### src/rtl/miter_stim_driver.sv
// Exhaustive stimulus generator and bit-for-bit comparator for a gold/gate pair.
// Walks every {pi_a, pi_b} combination, waits SETTLE cycles per vector, then checks the outputs.
module miter_stim_driver #(
    parameter int IN_W         = 1,
    parameter int OUT_W        = 1,
    parameter int SETTLE       = 1,
    parameter int STOP_ON_FAIL = 0,
    parameter int CNT_W        = 8
) (
    input  logic             clk,
    input  logic             reset_n,
    input  logic             start,
    output logic [IN_W-1:0]  pi_a,
    output logic [IN_W-1:0]  pi_b,
    input  logic [OUT_W-1:0] po_gold,
    input  logic [OUT_W-1:0] po_gate,
    output logic             busy,
    output logic             done,
    output logic             pass,
    output logic [CNT_W-1:0] fail_count,
    output logic             fail_valid,
    output logic [IN_W-1:0]  first_fail_a,
    output logic [IN_W-1:0]  first_fail_b
);

    localparam int VEC_W = 2 * IN_W;
    localparam int SET_W = (SETTLE > 1) ? $clog2(SETTLE) : 1;

    typedef enum logic [1:0] {
        S_IDLE,
        S_SETTLE,
        S_CHECK,
        S_DONE
    } state_t;

    state_t           state;
    logic [VEC_W-1:0] vec;
    logic [SET_W-1:0] settle_cnt;
    logic             captured;
    logic             mismatch;
    logic             fail_hit;
    logic             vec_last;

    assign pi_a     = vec[VEC_W-1:IN_W];
    assign pi_b     = vec[IN_W-1:0];
    assign vec_last = &vec;
    assign mismatch = |(po_gold ^ po_gate);

    // An unknown gold bit makes the reduction unknown, so the if falls through and the bit is skipped.
    always_comb begin
        fail_hit = 1'b0;
        if (mismatch) begin
            fail_hit = 1'b1;
        end
    end

    always_ff @(posedge clk) begin
        if (!reset_n) begin
            state        <= S_IDLE;
            vec          <= '0;
            settle_cnt   <= '0;
            captured     <= 1'b0;
            busy         <= 1'b0;
            done         <= 1'b0;
            pass         <= 1'b0;
            fail_count   <= '0;
            fail_valid   <= 1'b0;
            first_fail_a <= '0;
            first_fail_b <= '0;
        end else begin
            fail_valid <= 1'b0;
            case (state)
                S_IDLE, S_DONE: begin
                    if (start) begin
                        state        <= S_SETTLE;
                        vec          <= '0;
                        settle_cnt   <= SET_W'(SETTLE - 1);
                        captured     <= 1'b0;
                        fail_count   <= '0;
                        first_fail_a <= '0;
                        first_fail_b <= '0;
                        busy         <= 1'b1;
                        done         <= 1'b0;
                        pass         <= 1'b0;
                    end
                end
                S_SETTLE: begin
                    if (settle_cnt == '0) begin
                        state <= S_CHECK;
                    end else begin
                        settle_cnt <= settle_cnt - SET_W'(1);
                    end
                end
                S_CHECK: begin
                    if (fail_hit) begin
                        fail_valid <= 1'b1;
                        if (fail_count != '1) begin
                            fail_count <= fail_count + CNT_W'(1);
                        end
                        if (!captured) begin
                            captured     <= 1'b1;
                            first_fail_a <= vec[VEC_W-1:IN_W];
                            first_fail_b <= vec[IN_W-1:0];
                        end
                    end
                    // The last vector ends the run, so vec never wraps back to zero.
                    if (vec_last || (fail_hit && (STOP_ON_FAIL != 0))) begin
                        state <= S_DONE;
                        busy  <= 1'b0;
                        done  <= 1'b1;
                        pass  <= !fail_hit && (fail_count == '0);
                    end else begin
                        state      <= S_SETTLE;
                        vec        <= vec + VEC_W'(1);
                        settle_cnt <= SET_W'(SETTLE - 1);
                    end
                end
                default: begin
                    state <= S_IDLE;
                end
            endcase
        end
    end

endmodule

### config.mk
export PLATFORM = sky130hd
export DESIGN_NAME = miter_stim_driver
export DESIGN_NICKNAME = d
export VERILOG_FILES = /design/src/rtl/miter_stim_driver.sv
export SDC_FILE = /design/constraint.sdc
export NUM_CORES = 1
export LEC_CHECK = 0
export CORE_UTILIZATION = 52
export CTS_BUF_LIST = sky130_fd_sc_hd__clkbuf_4
export DETAILED_ROUTE_END_ITERATION = 8
export PLACE_DENSITY = 0.88
export SLEW_MARGIN = 20
export SYNTH_ARGS = -nofsm -noshare
export SYNTH_HDL_FRONTEND = slang
export SYNTH_SLANG_ARGS = --single-unit
### constraint.sdc
create_clock -name clk -period 2.9 [get_ports clk]
set_clock_uncertainty 0.2 [all_clocks]
set_input_delay 0.435 -clock clk [delete_from_list [all_inputs] [get_ports clk]]
set_output_delay 0.435 -clock clk [all_outputs]
set_load 0.03 [all_outputs]
==> summary.md <==
| Metric | Value |
|---|---|
| Run status | `completed` |
| Post-synthesis compound-gate area fraction | `22.9%` |
| Yosys Warn Count | `0` |
| Starting density of the core | `57.9%` |
| Row Count | `15` |
| Crit path launch type | `flop` |
| Worst path slowest cell | `or4_1` |
| IO Count | `21` |
| Post-DRT Antenna Nets | `0` |
| # Post-CTS Setup Buffers | `0` |
| First-pass GRT wire length | `3830 um` |
| Fmax | `0.437 GHz` |
| Reg clk slew, reported paths | `0.10 ns` |
| Xor and xnor area share after synthesis | `0.830%` |
| Mapped Avg Cell Area | `8.37 um2` |
| Tmin final | `2.29 ns` |
| Post-Synth Simple-Gate Area | `26.6%` |
| Vias in the first global route | `872` |
| Bufs and invs on worst path | `1` |
| Family with the most delay on the worst path | `simple AND/OR/NAND/NOR gates` |
| Initial antenna violation count | `0` |
| Worst path max stage delay | `0.50 ns` |
| Total power | `0.822 mW` |
| Post-CTS Hold Fix Bufs | `0` |
| Nets | `159` |
| Post-DR wirelength/cell | `13.9 um` |
| Clk buf depth | `2` |
| Crit path cell chain | `inv_1, ha_1, mux2i_1, a21o_4, or4_1, a31oi_1` |
| PostCTS Resize Cnt | `0` |
| DIE HEIGHT | `47.0 um` |
| Cell Area, Synth | `1050 um2` |
| Worst Hold Class | `flop to flop` |
| Clock Latency Late Sink | `0.29 ns` |
| Yosys cell types | `39` |
| Congestion Overflow GR | `0` |
| Worst VDD drop | `0.000538 V` |
| Slew Limit Fails | `0` |
| WP data required | `2.92 ns` |
| Total CTS buffers | `3` |
| Layout area overhead | `22.4%` |
| LEAKAGE | `0.434 nW` |
| Syn nets | `137` |
| Unrepaired setup endpoints after global routing | `false` |
| Placer Congestion | `0.853` |
| Root Driver | `clkbuf_4` |
| Detailed Place HPWL | `1720 um` |
| PD cells | `636 nW/um2` |
| Die Footprint | `2210 um2` |
| Critical path arrival | `2.30 ns` |
| Drt first-iter violations | `38` |
| Area contributors post-synth | `dfxtp_1 36%, ha_1 7.1%, a21oi_1 6.6%, o21ai_0 5.2%, nand2_1 3.9%` |
| Largest net degree at the start of global routing | `16` |
| Synth top area share | `36.1%` |
| Setup TNS | `0 ns` |
| Filler cells | `161` |
| Post-synth top flop | `dfxtp_1` |
| IO buf count | `20` |
| DRC | `0` |
| Wirelength, routed | `2390 um` |
| Layout cells sized above 1 | `8.84%` |
| Endpoint class of the critical path | `flop` |
| Vias per cell | `5.98` |
| Post-synth EDFFs | `0` |
| Routed vias | `1,029` |
| CP Class | `flop to flop` |
| Largest family of logic cells by synthesized area | `simple AND/OR/NAND/NOR gates` |
| Max_cap viols | `0` |
| Mux cell area share after synthesis | `0.949%` |
| Final setup vio count | `0` |
| H-tree levels | `1` |
| Slew @ Worst Pin | `0.560 ns` |
| Fin util | `70.9%` |
| CTS tree | `done` |
| Area of the core | `1820 um2` |
| Cells after Synth | `126` |
| Tot GR Track Use | `24.4%` |
| Synth Area in Adders | `7.12%` |
| Final period util | `78.8%` |
| Die W | `47.0 um` |
| Async S/R FF share, synth | `0%` |
| Area of the multi-input gates | `616 um2` |
| Post-synthesis sequential area ratio | `36.1%` |
| Max-slew headroom | `62.6%` |
| Hold Vio Cnt, Final | `0` |
| Yosys top cell by area | `dfxtp_1` |
| Max FO, Critical Path | `9` |
| TritonCTS Sinks | `19` |
| 1st-pass router iterations | `4` |
| FF+latch count, synth | `19` |
| Reg area | `380 um2` |
| N_diodes | `0` |
[layer usage]
metal	share of wire [%]	wire [um]	up-vias	track usage, %
met5	0	0	-	0
met4	1.8	43	0	9.71
met3	6.2	147	6	3.46
met2	46	1110	43	39.2
met1	46	1090	470	32.9
li1	-	-	510	-
[report_power, final]
part | switching, mW | internal (mW) | leakage (nW)
sequential | 0.0246 | 0.289 | 0.154
combinational | 0.229 | 0.139 | 0.261
clock | 0.0774 | 0.0628 | 0.0184
total | 0.331 | 0.491 | 0.434
[flip-flops by register name, summed over array words and instances, names as in the netlist]
signal        flops
done              1
state             2
first_fail_a      1
fail_valid        1
fail_count        8
busy              1
pass              1
captured          1
first_fail_b      1
vec               2
[synth_stat cells, drive strengths merged, types with 3 or more instances]
library cell   n
or3            4
nand3          5
o21ai         11
nand2         11
inv            7
nor3           4
clkbuf         3
nand4          4
and2           3
ha             6
dfxtp         19
a21oi         14
nor2           8
[worst paths after layout]
path,slack (ns),cells after the start,start,to
min reg2reg,0.29,2,pass,pass
min,0.29,2,pass,pass
max,0.61,6,state[0],fail_count[7]
max reg2reg,0.61,6,state[0],fail_count[7]
[cell type report]
type / instances / area share [%]
clock buffer: 4 / 2.33
inverter: 7 / 2.03
multi-input combinational: 96 / 47.7
sequential: 19 / 29.5
tap: 25 / 2.42
timing repair buffer: 21 / 16.1
[layout by cell type, fill, tap and decap left out, types with 4 or more instances in the layout]
cell type | netlist | final
a21oi_1 | 14 | 14
clkbuf_4 | 0 | 4
clkdlybuf4s50_1 | 0 | 20
dfxtp_1 | 19 | 19
ha_1 | 6 | 6
inv_1 | 7 | 7
nand2_1 | 11 | 11
nand3_1 | 4 | 4
nand4_1 | 4 | 4
nor2_1 | 8 | 8
nor3_1 | 4 | 4
o21ai_0 | 11 | 11
[cells by family after synthesis]
logic type                 after synthesis
AOI/OAI and AO/OA                       38
xor gates and xnor gates                 1
adders and majority gates                6
buffers and inverters                   11
DFF                                     19
muxes                                    1
and+or+nand+nor                         50
[through the flow]
step                worst slack [ns]  hold WS [ns]  cell area (um2)  std cells
floorplan                      0.841         0.308             1050        126
global placement               0.608         0.269             1260        168
detailed placement             0.502         0.270             1260        168
CTS                            0.628         0.290             1290        172
global route                   0.495         0.306             1290        172
finish                         0.613         0.287             1290        172
[worst reg2reg max path, cell delays in order (launching register included)]
cell	delay [ns]
dfxtp_1	0.41
inv_1	0.06
ha_1	0.37
mux2i_1	0.22
a21o_4	0.26
or4_1	0.50
a31oi_1	0.18
No activity file was read; power rests on OpenSTA's default activity.
